## config.mk

```make
export PLATFORM = sky130hd
export DESIGN_NAME = seq_detector_param_flat
export DESIGN_NICKNAME = d
export VERILOG_FILES = /design/src/rtl/seq_detector_param_if.sv /design/src/rtl/seq_detector_param.sv /design/src/flat_wrapper.sv
export SDC_FILE = /design/constraint.sdc
export NUM_CORES = 1
export LEC_CHECK = 0
export BUFFER_PORTS_ARGS = -buffer_cell sky130_fd_sc_hd__buf_2
export CELL_PAD_IN_SITES_DETAIL_PLACEMENT = 2
export CELL_PAD_IN_SITES_GLOBAL_PLACEMENT = 2
export CORE_AREA = 2 2 46 48
export DETAILED_ROUTE_END_ITERATION = 8
export DIE_AREA = 0 0 48 50
export PLACE_DENSITY = 0.75
export REMOVE_ABC_BUFFERS = 1
export SLEW_MARGIN = 0
export SYNTH_ARGS = -nofsm -noshare
export SYNTH_HDL_FRONTEND = slang
export SYNTH_SLANG_ARGS = --single-unit
```

## constraint.sdc

```tcl
create_clock -name clk -period 1.9 [get_ports clk]
set_clock_uncertainty 0.05 [all_clocks]
set_input_delay 0.38 -clock clk [delete_from_list [all_inputs] [get_ports clk]]
set_output_delay 0.38 -clock clk [all_outputs]
set_load 0.02 [all_outputs]
```

## src/rtl/seq_detector_param_if.sv

```systemverilog
// seq_detector_param_if
//   Serial-input bundle for seq_detector_param.
//   master : drives in_valid, in, cnt_clr; observes out, match_cnt, state_o
//   slave  : the detector side
// Handshake: a bit on `in` is consumed on a rising clk edge only while
// in_valid is high; there is no back-pressure (the detector is always ready).
interface seq_detector_param_if #(
   parameter int CNT_W = 8,
   parameter int ST_W  = 2
);
   logic             in_valid;
   logic             in;
   logic             cnt_clr;
   logic             out;
   logic [CNT_W-1:0] match_cnt;
   logic [ST_W-1:0]  state_o;

   modport master (
      output in_valid, in, cnt_clr,
      input  out, match_cnt, state_o
   );

   modport slave (
      input  in_valid, in, cnt_clr,
      output out, match_cnt, state_o
   );
endinterface

```

## src/rtl/seq_detector_param.sv

```systemverilog
// seq_detector_param
//   Parametrised serial pattern detector (KMP prefix automaton).
//   clk      : clock, rising edge
//   clr_n    : synchronous active-low reset
//   bus      : seq_detector_param_if.slave
//                in_valid/in : qualified serial bit
//                cnt_clr     : synchronous clear of match_cnt
//                out         : one-cycle match pulse (comb if MEALY, else registered)
//                match_cnt   : saturating match count
//                state_o     : matched-prefix length (debug)
//   PATTERN bit PAT_W-1 is the first bit received, bit 0 the last.
module seq_detector_param #(
   parameter int             PAT_W   = 4,
   parameter logic [PAT_W-1:0] PATTERN = 4'b1010,
   parameter bit             OVERLAP = 1'b1,
   parameter bit             MEALY   = 1'b1,
   parameter int             CNT_W   = 8
) (
   input logic                 clk,
   input logic                 clr_n,
   seq_detector_param_if.slave bus
);
   localparam int ST_W = ($clog2(PAT_W) < 1) ? 1 : $clog2(PAT_W);
   localparam logic [ST_W-1:0]  LAST    = ST_W'(PAT_W - 1);
   localparam logic [CNT_W-1:0] CNT_MAX = '1;

   // Longest k (< PAT_W) such that the first k pattern bits equal the last k
   // bits of (first s pattern bits followed by b). With s = PAT_W-1 and
   // b = PATTERN[0] this is the longest proper border of the pattern, so the
   // same table serves both the mismatch and the overlapping-match case.
   function automatic int kmp_next(input int s, input logic b);
      logic [PAT_W-1:0] seq;
      logic             ok;
      int               best;
      int               idx;
      seq  = '0;
      best = 0;
      for (int j = 0; j < PAT_W; j++) begin
         if (j < s)       seq[j] = PATTERN[PAT_W-1-j];
         else if (j == s) seq[j] = b;
      end
      for (int k = 1; k < PAT_W; k++) begin
         if (k <= s + 1) begin
            ok = 1'b1;
            for (int j = 0; j < PAT_W; j++) begin
               if (j < k) begin
                  idx = s + 1 - k + j;
                  if (seq[idx] != PATTERN[PAT_W-1-j]) ok = 1'b0;
               end
            end
            if (ok) best = k;
         end
      end
      return best;
   endfunction

   // Transition table, fixed at elaboration: one entry per (state, bit).
   logic [ST_W-1:0] nxt0 [PAT_W];
   logic [ST_W-1:0] nxt1 [PAT_W];

   for (genvar gs = 0; gs < PAT_W; gs++) begin : g_tab
      assign nxt0[gs] = ST_W'(kmp_next(gs, 1'b0));
      assign nxt1[gs] = ST_W'(kmp_next(gs, 1'b1));
   end

   logic [ST_W-1:0]  state_q, state_d;
   logic [ST_W-1:0]  nxt_on_bit;
   logic             match;
   logic [CNT_W-1:0] cnt_q;

   // State register
   always_ff @(posedge clk) begin
      if (!clr_n) state_q <= '0;
      else        state_q <= state_d;
   end

   // Next state and match term
   always_comb begin
      nxt_on_bit = '0;
      for (int s = 0; s < PAT_W; s++) begin
         if (state_q == ST_W'(s)) nxt_on_bit = bus.in ? nxt1[s] : nxt0[s];
      end

      match = bus.in_valid && (state_q == LAST) && (bus.in == PATTERN[0]);

      state_d = state_q;
      if (bus.in_valid) begin
         // Non-overlapping mode restarts from empty after a hit.
         if (match && !OVERLAP) state_d = '0;
         else                   state_d = nxt_on_bit;
      end
   end

   // Saturating match counter; cnt_clr beats a coincident increment.
   always_ff @(posedge clk) begin
      if (!clr_n)                         cnt_q <= '0;
      else if (bus.cnt_clr)               cnt_q <= '0;
      else if (match && cnt_q != CNT_MAX) cnt_q <= cnt_q + 1'b1;
   end

   if (MEALY) begin : g_mealy
      assign bus.out = clr_n & match;
   end else begin : g_moore
      logic out_q;
      always_ff @(posedge clk) begin
         if (!clr_n) out_q <= 1'b0;
         else        out_q <= match;
      end
      assign bus.out = out_q;
   end

   assign bus.match_cnt = cnt_q;
   assign bus.state_o   = state_q;
endmodule
```

## src/flat_wrapper.sv

```systemverilog
// flat-port wrapper written by rule: the top's interface ports become plain ports
module seq_detector_param_flat 
#(
   parameter int             PAT_W   = 4,
   parameter logic [PAT_W-1:0] PATTERN = 4'b1010,
   parameter bit             OVERLAP = 1'b1,
   parameter bit             MEALY   = 1'b1,
   parameter int             CNT_W   = 8
)
  (clk, clr_n, bus_in_valid, bus_in, bus_cnt_clr, bus_out, bus_match_cnt, bus_state_o);
  seq_detector_param_if #(.CNT_W(CNT_W)) bus_i ();
  input logic clk;
  input logic clr_n;
  input wire logic [$bits(bus_i.in_valid)-1:0] bus_in_valid;
  input wire logic [$bits(bus_i.in)-1:0] bus_in;
  input wire logic [$bits(bus_i.cnt_clr)-1:0] bus_cnt_clr;
  output wire logic [$bits(bus_i.out)-1:0] bus_out;
  output wire logic [$bits(bus_i.match_cnt)-1:0] bus_match_cnt;
  output wire logic [$bits(bus_i.state_o)-1:0] bus_state_o;
  assign bus_i.in_valid = bus_in_valid;
  assign bus_i.in = bus_in;
  assign bus_i.cnt_clr = bus_cnt_clr;
  assign bus_out = bus_i.out;
  assign bus_match_cnt = bus_i.match_cnt;
  assign bus_state_o = bus_i.state_o;
  seq_detector_param #(.PAT_W(PAT_W), .PATTERN(PATTERN), .OVERLAP(OVERLAP), .MEALY(MEALY), .CNT_W(CNT_W)) u_core (.clk(clk), .clr_n(clr_n), .bus(bus_i));
endmodule
```

==> Word level (Yosys, flattened, before mapping) <==
Cells that the tools add are included.
{ "word_totals": {"ff_bits": 10, "latchBits": 0, "ramBits": 0, "romBits": 0, "in_bits": 5, "output_inout_bits": 11, "mem_count": 0} }
{ "op_classes": {"n_addsub": 1, "n_mul": 0, "div_mod_pow": 0, "order_cmp": 0, "eq_ne": 4, "shift": 0, "n_mux": 7, "bitwise": 3, "n_reduce_logical": 5} }
{ "ops": {"columns": ["op", "count"], "rows": [
  ["$mux W2", 6],
  ["$add A8 B1 Y8 const B", 1],
  ["$ne A8 B8 Y1 const B", 1],
  ["$eq A2 B2 Y1 const B", 2],
  ["$logic_and A1 B1 Y1", 3],
  ["$eq A2 B1 Y1 const B", 1],
  ["$logic_not A2 Y1", 1],
  ["$not A1 Y1", 2],
  ["$reduce_or A2 Y1", 1],
  ["$and A1 B1 Y1", 1],
  ["$mux W1", 1]
]} }

==> Longest topological paths before layout <==
Gate-level depths: netlist (run 1).
{ "depth": {"word_depth": 5, "depth_mapped": 5, "mapped_depth_nobuf": 5} }

==> Worst setup path before layout (run 1) <==
No wires, ideal clock.
{ "synth_timing": {"kind": "register to register", "startpoint": "register u_core.cnt_q[0], in the netlist u_core.bus.match_cnt[0]", "endpoint": "register u_core.cnt_q[4], in the netlist u_core.bus.match_cnt[4]", "arrival_ps": 1429, "required_time_ps": 1791, "slack_ps": 362, "path_stages_with_launch": 6, "path_buffers": 0, "cell_sequence": "dfxtp_1 > ha_1 > nand3_1 > o21ai_4 > or4_1 > nand2_1"} }
{ "synth_via": {"elab_chain_cells": 2, "elab_cells_between_ends": 3, "cone_classes": "1 x add/sub; 1 x eq/ne; 1 x reduce/logical"} }
{ "synth_rtl": {"columns": ["element", "line", "rtl"], "rows": [
  ["from (decl)", "seq_detector_param.sv:69", "logic [CNT_W-1:0] cnt_q;"],
  ["from (signal assigned)", "seq_detector_param.sv:98", "else if (match && cnt_q != CNT_MAX) cnt_q <= cnt_q + 1'b1;"],
  ["branches (longest 2 deep; another with $add A8 B1 Y8)", null, null]
]} }
Parallel ways; which one is timed is not known.
A chain may end at the register's enable or synchronous reset.

==> Final worst setup path (run 1) <==
{ "layout_timing": {"startpoint": "register u_core.state_q[0], in the netlist u_core.bus.state_o[0]", "endpoint": "output bus_out"} }
{ "layout_via": {"elab_chain_cells": 4} }
{ "layout_rtl": {"columns": ["element", "line", "rtl"], "rows": [
  ["from (decl)", "seq_detector_param.sv:66", "logic [ST_W-1:0] state_q, state_d;"],
  ["from (signal assigned)", "seq_detector_param.sv:74", "else state_q <= state_d;"],
  ["$eq A2 B2 Y1", "seq_detector_param.sv:84", "match = bus.in_valid && (state_q == LAST) && (bus.in == PATTERN[0]);"],
  ["$logic_and A1 B1 Y1 (2 in a row)", "seq_detector_param.sv:84", null],
  ["$and A1 B1 Y1", "seq_detector_param.sv:102", "assign bus.out = clr_n & match;"],
  ["to (decl)", "flat_wrapper.sv:17", "output wire logic [$bits(bus_i.out)-1:0] bus_out;"]
]} }
Every way passes these cells.

==> results of run 1 <==
-- registers in the layout, indices dropped and copies added, names as in the netlist --
| register | flops |
|---|---|
| u_core.bus.state_o | 2 |
| u_core.bus.match_cnt | 8 |
-- metrics by stage --
| step | instance area (µm²) | utilization | worst slack, ns |
|---|---|---|---|
| global placement | 604.3 | 0.3178 | 0.3142 |
| CTS | 640.6 | 0.3368 | 0.1819 |
| global route | 640.6 | 0.3368 | 0.1375 |
| detailed placement | 604.3 | 0.3178 | 0.2600 |
| floorplan | 488.0 | - | 0.3620 |
| finish | 640.6 | 0.3368 | 0.2042 |
-- worst reg2reg max path, stage by stage, from the launching register on --
cell and delay (ns):
dfxtp_1 0.34, ha_1 0.25, nand3_1 0.22, o211ai_2 0.16, or3_1 0.35, a21oi_1 0.14
-- path summary, 6_finish.rpt --
path,start,slack [ns],depth (start not counted),end
worst min-delay path,clr_n,0.32,2,u_core.bus.state_o[0]$_SDFFE_PN0P_
worst min register to register,u_core.bus.state_o[1]$_SDFFE_PN0P_,0.44,2,u_core.bus.state_o[1]$_SDFFE_PN0P_
worst max register to register,u_core.bus.match_cnt[0]$_SDFFE_PP0P_,0.32,5,u_core.bus.match_cnt[5]$_SDFFE_PP0P_
worst max-delay path,u_core.bus.state_o[0]$_SDFFE_PN0P_,0.20,3,bus_out
-- cell usage in the layout, fill, tap and decap left out, drive strengths merged, types with 2 or more instances in the layout --
cell type,n
buf,16
dfxtp,10
nor2,5
xor2,4
o21ai,4
clkbuf,4
nand3,3
nand2,3
o211ai,3
or3,2
a21oi,2
mux2i,2
inv,2
-- power by group --
part            total, W  switching (W)  internal (W)
clock           0.000199      0.0000825      0.000117
combinational  0.0000210      0.0000116    0.00000938
sequential      0.000213     0.00000173      0.000211
-- layout make-up --
cell class	instances	area share
multi-input combinational	39	0.4375
sequential	10	0.3125
timing repair buffer	16	0.1289
clock buffer	4	0.05664
tap	27	0.05273
inverter	2	0.01172
-- per-layer routing --
layer / wire length, µm / up-vias / global-route usage
li1: - / 225 / -
met1: 571 / 217 / 0.1479
met2: 709 / 14 / 0.2244
met3: 83 / 3 / 0.05495
met4: 13 / 0 / 0.04054
met5: 0 / - / 0
-- cell families after synthesis --
logic type / count (synthesis)
buffers and inverters: 3
adders and majority gates: 1
muxes: 2
xor gates and xnor gates: 4
and+or+nand+nor: 21
AOI/OAI and AO/OA: 11
DFF: 10
==> metrics.md, run 1 <==
| Metric | Value |
|---|---|
| Slew @ Worst Pin | 0.2653 ns |
| DRT iter0 DRCs | 0 |
| Core Area | 1902 µm² |
| HP Class | in -> reg |
| Post-Layout Cell Count | 98 |
| Mean Syn Cell Area | 9.480 µm² |
| Num CTS Buffers | 3 |
| Crit share post-route | 0.8925 |
| FF/Latch Area | 200.2 µm² |
| Most frequent cell after synthesis | dfxtp_1 |
| Synth async-reset ratio | 0 |
| Initial antenna violation count | 0 |
| Full die area | 2400 µm² |
| Cell family with most CP delay | simple AND/OR/NAND/NOR gates |
| Chip width | 48 µm |
| Multi-input logic area | 280.3 µm² |
| Synth unique cells | 25 |
| Cell Pwr Density | 676.0 nW/µm² |
| YS warnings | 0 |
| Synth Area in Adders | 0.02538 |
| CP Data Required Time | between 1 and 1.5 ns |
| Worst slew margin | 0.8229 |
| Min Tclk post-route | 1.696 ns |
| Clock Latency Late Sink | between 0.2 and 0.3 ns |
| Post-placement cell count | 94 |
| CTS max path bufs | 2 |
| Mux cell area share after synthesis | 0.04061 |
| Via count | 459 |
| CTS tree | yes |
| Status | finished clean |
| Vias in the first global route | roughly 460 |
| TritonCTS Sinks | 10 |
| Total of max-cap violations | 0 |
| Dpl hpwl | 1041 µm |
| Final hold slack | 0.3158 ns |
| # IOs | 16 |
| H-tree levels | 1 |
| Post-synthesis sequential area ratio | 0.4061 |
| Startpoint types | register |
| Area grow syn2layout | 29.95% |
| VDD IR max | 0.0003313 V |
| Antenna diodes | 0 |
| CP max FO | 5 |
| Crit path cell chain | and4b_4, and2_2, buf_2 |
| Gr usage total | 0.1340 |
| Final setup fails | 0 |
| Synth Area in Simple Gates | 0.2589 |
| CTS hold repair buffers | 0 |
| Yosys top cell by area | dfxtp_1 |
| Setup Buffers After CTS | 0 |
| Vias per cell | around 4.7 |
| Slew Viols, Final | 0 |
| Xor/xnor cell area share of the yosys netlist | 0.07107 |
| Clk root buf | clkbuf_4 |
| Layout cells sized above 1 | 0.3521 |
| First-pass GRT wire length | 2180 µm |
| Critical path type | reg -> out |
| Syn Inst Count | 52 |
| Top cell type's share of synthesized area | 0.4061 |
| Hold Fails Final Rpt | 0 |
| Slowest stage delay, CP | 0.38 ns |
| Worst-path clk slew | 0.07 ns |
| Global route overflow | 0 |
| Buffer and inverter count on the worst path | 1 |
| Compound-Gate Fraction of Synth Area | 0.1726 |
| Drt pass-1 iters | 1 |
| Post-layout nets | 78 |
| PostCTS Resize Cnt | 0 |
| DR DRC count | 0 |
| Synthesized flop and latch total | 10 |
| Total power | ~0.00043 W |
| Die span in y | 50 µm |
| Port Buffers | 15 |
| Static Leak | approximately 0.30 nW |
| Synth top area cells | dfxtp_1 41%, xor2_1 7.1%, mux2i_1 4.1%, nor2_1 3.8%, o21ai_4 3.3% |
| Core Rows | 16 |
| Max stage delay cell, worst path | dfxtp_1 |
| Routed len/inst | between 10 and 15 µm |
| Unrepaired setup endpoints after global routing | no |
| FMAX | 0.5897 GHz |
| Gp weighted congestion | ~0.63 |
| Crit path capture type | output pin |
| Synthesized area | 493.0 µm² |
| Top_reg_cell synth | dfxtp_1 |
| CP arrival | 1.27 ns |
| FILL cells | 228 |
| Number of synthesized flops with an enable pin | 0 |
| Top cells by count, synth | 10 x dfxtp_1, 5 x nor2_1, 4 x xor2_1 |
| Post-DRT Antenna Nets | 0 |
| Initial core utilization | 0.2592 |
| Setup TNS | 0 ns |
| Largest family of logic cells by synthesized area | simple AND/OR/NAND/NOR gates |
| Detailed Route WL | 1377 µm |
| Largest net degree at the start of global routing | 9 |
No activity file was read; power rests on OpenSTA's default activity.
==> run 2, diff against run 1 <==
Settings changed: ABC_AREA set to 1, CORE_AREA 2 2 46 48 to 4 4 53 55, DIE_AREA 0 0 48 50 to 0 0 57 59, PLACE_DENSITY 0.75 to 0.76.
==> metrics.md, run 2 <==
| Metric | Value |
|---|---|
| Status | finished clean |
| DRT iter0 DRCs | 3 |
| TritonCTS Sinks | 10 |
| Mean Syn Cell Area | ~6.9 µm² |
| Most frequent cell after synthesis | nand2_1 |
| Worst slew margin | 0.7526 |
| Vias in the first global route | 686 |
| Antenna diodes | 0 |
| Routed len/inst | 13.17 µm |
| Most frequent cells in the layout | 22 x nand2_1, 15 x buf_2, 14 x nor2_1 |
| Final setup fails | 0 |
| CTS tree | yes |
| Initial antenna violation count | 0 |
| Area grow syn2layout | 23.45% |
| Worst Hold Endpoint | u_core.bus.state_o[1]$_SDFFE_PN0P_ |
| Syn Inst Count | 85 |
| Port Buffers | 15 |
| FMAX | around 0.64 GHz |
| First-pass GRT wire length | ~3100 µm |
| # IOs | 16 |
| Hold Fails Final Rpt | 0 |
| Post-route worst setup slack | 0.3362 ns |
| Slew Viols, Final | 0 |
| H-tree levels | 1 |
| CTS hold repair buffers | 0 |
| Setup TNS | 0 ns |
| RR Startpoint | u_core.bus.match_cnt[0]$_SDFFE_PP0P_ |
| YS warnings | 0 |
| Post-layout nets | 110 |
| R2R Path End | u_core.bus.match_cnt[7]$_SDFFE_PP0P_ |
| Crit share post-route | 0.8231 |
| CP Data Required Time | 1.47 ns |
| Max reg flops | 8 |
| Post-DRT Antenna Nets | 0 |
| CP arrival | 1.13 ns |
| Synthesized flop and latch total | 10 |
| Yosys top cell by area | dfxtp_1 |
| Post-synthesis sequential area ratio | 0.3412 |
| Gp weighted congestion | 0.6773 |
| Dpl hpwl | 1390 µm |
| Commonest non-fill, non-tap cell in the layout | nand2_1 |
| Die span in y | 59 µm |
| PostCTS Resize Cnt | 0 |
| Drt pass-1 iters | 4 |
| Top cells by count, synth | 22 x nand2_1, 14 x nor2_1, 12 x inv_1, 10 x dfxtp_1, 5 x nand3_1 |
| Synth top area cells | dfxtp_1 34%, nand2_1 14%, nor2_1 9.0%, inv_1 7.7%, nand3_2 5.1% |
| Cell Pwr Density | 602.8 nW/µm² |
| FILL cells | 310 |
| Largest net degree at the start of global routing | 12 |
| Initial core utilization | 0.2458 |
| Post-route cell area | 724.4 µm² |
| Startpoint types | register |
| Unrepaired setup endpoints after global routing | no |
| Synthesized area | around 590 µm² |
| Clk root buf | clkbuf_4 |
| HP Class | in -> reg |
| Worst Hold Depth | 3 |
| Top_reg_cell synth | dfxtp_1 |
| Number of synthesized flops with an enable pin | 0 |
| Slew @ Worst Pin | between 0.3 and 0.4 ns |
| Clock Latency Late Sink | 0.27 ns |
| Dpl ws | 0.4701 ns |
| Top cell type's share of synthesized area | 0.3412 |
| R2r setup slk | 0.43 ns |
| Crit path capture type | output pin |
| CTS max path bufs | 2 |
| CP max FO | 4 |
| Synth async-reset ratio | 0 |
| Setup Buffers After CTS | 0 |
| Total of max-cap violations | 0 |
| VDD IR max | 0.0003686 V |
| Chip width | 57 µm |
| Global route overflow | 0 |
| Full die area | 3363 µm² |
| Core Rows | 18 |
| Synth unique cells | 18 |
| Min Tclk post-route | 1.564 ns |
| R2R cell count | 8 |
| Placed cell areas | 688.2 µm² |
| Vias per cell | 4.654 |
| Detailed Route WL | 1752 µm |
| Hold_sp | clr_n |
| Gr usage total | 0.1223 |
| DR DRC count | 0 |
| Static Leak | 0.3267 nW |
| Num CTS Buffers | 3 |
| Layout cells sized above 1 | 0.2621 |
| Critical path type | reg -> out |
| Core Area | 2387 µm² |
| Worst-path clk slew | 0.07 ns |
| Via count | 619 |
-- run 2: kinds of logic after synthesis --
kind of cell    share of synthesized area
buf+inv                           0.09594
simple gates                       0.4648
compound gates                    0.07677
flops                              0.3411
fa+ha+maj                         0.02132
-- run 2: worst max path at each step --
stage                                                    start                              endpoint  slack (ns)  depth (start not counted)
after global placement    u_core.bus.match_cnt[0]$_SDFFE_PP0P_  u_core.bus.match_cnt[7]$_SDFFE_PP0P_        0.55                          8
after floorplan             u_core.bus.state_o[0]$_SDFFE_PN0P_                               bus_out        0.39                          2
final                       u_core.bus.state_o[0]$_SDFFE_PN0P_                               bus_out        0.34                          3
after CTS                   u_core.bus.state_o[0]$_SDFFE_PN0P_                               bus_out        0.32                          3
after detailed placement  u_core.bus.match_cnt[0]$_SDFFE_PP0P_  u_core.bus.match_cnt[7]$_SDFFE_PP0P_        0.47                          8
after global routing        u_core.bus.state_o[0]$_SDFFE_PN0P_                               bus_out        0.23                          3
-- run 2: stage by stage --
step | util | instances | total power (W) | hold WS [ns]
floorplan | - | 84 | 0.0002309 | 0.4823
global placement | 0.2883 | 129 | 0.0002415 | 0.4585
detailed placement | 0.2883 | 129 | 0.0002428 | 0.4749
CTS | 0.3035 | 133 | 0.0004449 | 0.3556
global route | 0.3035 | 133 | 0.0004638 | 0.3535
finish | 0.3035 | 133 | 0.0004367 | 0.3594
-- run 2: routing by layer --
metal / part of all wire / routed length (µm) / GRT usage
met2: 0.54 / 948 / 0.2300
met5: 0 / 0 / 0
met4: 0.0074 / 13 / 0.03974
met1: 0.41 / 714 / 0.1286
met3: 0.042 / 74 / 0.03922
-- run 2: power by group --
part           total (W)  switching [W]  internal, W
logic          0.0000234      0.0000157   0.00000769
registers       0.000214     0.00000257     0.000211
clock network   0.000199      0.0000828     0.000116
-- run 2: area by class of cell --
type	count	area, µm²	share of cell area
repair buffers	15	75.07	0.1036
inverters	12	45.04	0.06218
clock buffers	4	36.28	0.05009
multi-input cells	62	330.3	0.4560
flip-flops and latches	10	200.2	0.2763
well taps	30	37.54	0.05181
-- run 2: worst max-delay path: stages, from the launching register on --
cell     delay [ns]
dfxtp_1        0.40
nand3_2        0.13
nor3_1         0.14
buf_2          0.19
==> run 3, diff against run 2 <==
Settings changed: ABC_AREA 1 to 0, CORE_AREA 4 4 53 55 to 4 4 51 53, DIE_AREA 0 0 57 59 to 0 0 55 57, PLACE_DENSITY 0.76 to 0.7.
Clock period 1.9 ns to 1.4 ns, I/O delays scaled along.
==> metrics.md, run 3 (synthesis results as in run 1) <==
| Metric | Value |
|---|---|
| Status | finished with violations |
| Failing checks | negative setup slack |
| Commonest non-fill, non-tap cell in the layout | buf_2 |
| Chip width | 55 µm |
| Post-DRT Antenna Nets | 0 |
| CP Data Required Time | 1.57 ns |
| Antenna diodes | 0 |
| Post-layout nets | 93 |
| Unrepaired setup endpoints after global routing | yes |
| CTS max path bufs | 2 |
| Cell family with most CP delay | simple AND/OR/NAND/NOR gates |
| Switching Power | 0.0001354 W |
| Routed len/inst | 15.09 µm |
| Drt pass-1 iters | 1 |
| H-tree levels | 1 |
| Critical path type | reg -> reg |
| Initial antenna violation count | 0 |
| Worst-path clk slew | 0.08 ns |
| Global route overflow | 0 |
| Via count | 528 |
| Slew Viols, Final | 0 |
| Utilization after layout | 0.3902 |
| Gr usage total | 0.1260 |
| Setup TNS | -0.08925 ns |
| Gp weighted congestion | 0.6821 |
| Die span in y | 57 µm |
| Port Buffers | 15 |
| Max reg flops | 8 |
| Dpl hpwl | 1265 µm |
| Detailed Route WL | between 1500 and 2000 µm |
| Post-route worst setup slack | -0.05207 ns |
| Final setup fails | 2 |
| Buffer and inverter count on the worst path | 1 |
| Crit path cell chain | and4b_4, buf_6, o21ai_4, or4_1, nand2_1 |
| First-pass GRT wire length | 2746 µm |
| HP Class | in -> reg |
| Slowest stage delay, CP | 0.49 ns |
| Min Tclk post-route | approximately 1.5 ns |
| Static Leak | between 0.3 and 0.4 nW |
| Worst slew margin | 0.8386 |
| Layout cells sized above 1 | 0.5930 |
| Clock power frac | 0.458 |
| Vias per cell | roughly 4.6 |
| DR DRC count | 0 |
| Hold Fails Final Rpt | 0 |
| CP arrival | approximately 1.6 ns |
| Max stage delay cell, worst path | or4_1 |
| Initial core utilization | 0.2295 |
| Area grow syn2layout | 70.05% |
| DRT iter0 DRCs | 0 |
| Pint | 0.0004601 W |
| Largest net degree at the start of global routing | 9 |
| CTS tree | yes |
| Core Rows | 17 |
| Crit path capture type | register |
| Vias in the first global route | 576 |
| VDD IR max | approximately 0.00039 V |
| Total of max-cap violations | 0 |
| Seq pwr share | 0.484 |
| CTS hold repair buffers | 0 |
| Full die area | 3135 µm² |
| FMAX | approximately 0.69 GHz |
| TritonCTS Sinks | 10 |
| Slew @ Worst Pin | 0.2395 ns |
| CP max FO | 4 |
| # IOs | 16 |
| Clock Latency Late Sink | 0.27 ns |
| Clk root buf | clkbuf_4 |
| Cell Pwr Density | ~700 nW/µm² |
| Crit share post-route | 1.037 |
| Core Area | 2148 µm² |
| Startpoint types | register |
| Dpl ws | -0.1465 ns |
| Num CTS Buffers | 3 |
| Gate power share | 0.058 |
| FILL cells | roughly 240 |
| Most frequent cells in the layout | 14 x buf_2, 13 x buf_4, 5 x nor2_1, 5 x dfxtp_2, 5 x dfxtp_1 |
| Sw Ratio | 0.2273 |
[run 3: changes by cell type in the layout (fill, tap and decap cells not counted), moves of 3 or more]
cell / previous run / this run
buf_4: 0 / 13
dfxtp_1: 10 / 5
nand2_1: 22 / 3
nand3_2: 3 / 0
o21ai_0: 0 / 3
nand3_1: 5 / 2
a21oi_1: 3 / 0
buf_6: 0 / 4
nand4_1: 4 / 0
inv_1: 12 / 2
dfxtp_2: 0 / 5
xor2_1: 0 / 4
nor2_1: 14 / 5
[run 3: layer usage]
| layer | global-route usage | part of all wire |
|---|---|---|
| met2 | 0.2399 | 0.58 |
| met1 | 0.1162 | 0.38 |
| met4 | 0.07292 | 0.023 |
| met3 | 0.02350 | 0.020 |
| met5 | 0 | 0 |
[run 3: per-stage QoR]
stage	std cells	instance area, µm²	power, W	hold slack [ns]
final	114	838.3	0.0005954	0.2297
after global routing	114	838.3	0.0006230	0.2269
after CTS	112	804.5	0.0005979	0.2330
after detailed placement	106	688.2	0.0003262	0.4649
after global placement	106	688.2	0.0003242	0.4300
after floorplan	51	488.0	0.0003086	0.3582
[run 3: path summary, 6_finish.rpt]
path	startpoint	endpoint	slack, ns	depth (start not counted)
max reg2reg	u_core.bus.state_o[0]$_SDFFE_PN0P_	u_core.bus.match_cnt[4]$_SDFFE_PP0P_	-0.05	5
min	clr_n	u_core.bus.state_o[0]$_SDFFE_PN0P_	0.23	2
max	u_core.bus.state_o[0]$_SDFFE_PN0P_	u_core.bus.match_cnt[4]$_SDFFE_PP0P_	-0.05	5
min reg2reg	u_core.bus.state_o[1]$_SDFFE_PN0P_	u_core.bus.state_o[1]$_SDFFE_PN0P_	0.46	2
[run 3: layout make-up]
cell class | count | area (µm²) | share of cell area
Clock buffer | 4 | 36.28 | 0.04328
Inverter | 2 | 7.507 | 0.008955
Multi-Input combinational cell | 39 | 340.3 | 0.4060
Sequential cell | 10 | 206.4 | 0.2463
Tap cell | 28 | 35.03 | 0.04179
Timing Repair Buffer | 31 | 212.7 | 0.2537
[run 3: what timing repair did]
action,CTS,global route
cloned,0,0
setup buffers,2,2
endpoints found under the setup margin,9,7
gates resized for setup,16,5
pin swaps,1,3
[run 3: power by group through the flow]
| stage | Sequential [W] | Clock, W | Combinational (W) |
|---|---|---|---|
| floorplan | 0.000298 | 0 | 0.0000103 |
| global placement | 0.000296 | 0 | 0.0000286 |
| detailed placement | 0.000296 | 0 | 0.0000304 |
| CTS | 0.000288 | 0.000275 | 0.0000347 |
| global route | 0.000289 | 0.000296 | 0.0000380 |
| finish | 0.000288 | 0.000273 | 0.0000345 |
[run 3: worst reg2reg max path: cells and delay by family (launching register included)]
family / cells / cell delay (ns)
DFF: 1 / 0.33
and+or+nand+nor: 3 / 0.82
buffers and inverters: 1 / 0.12
AOI/OAI and AO/OA: 1 / 0.08
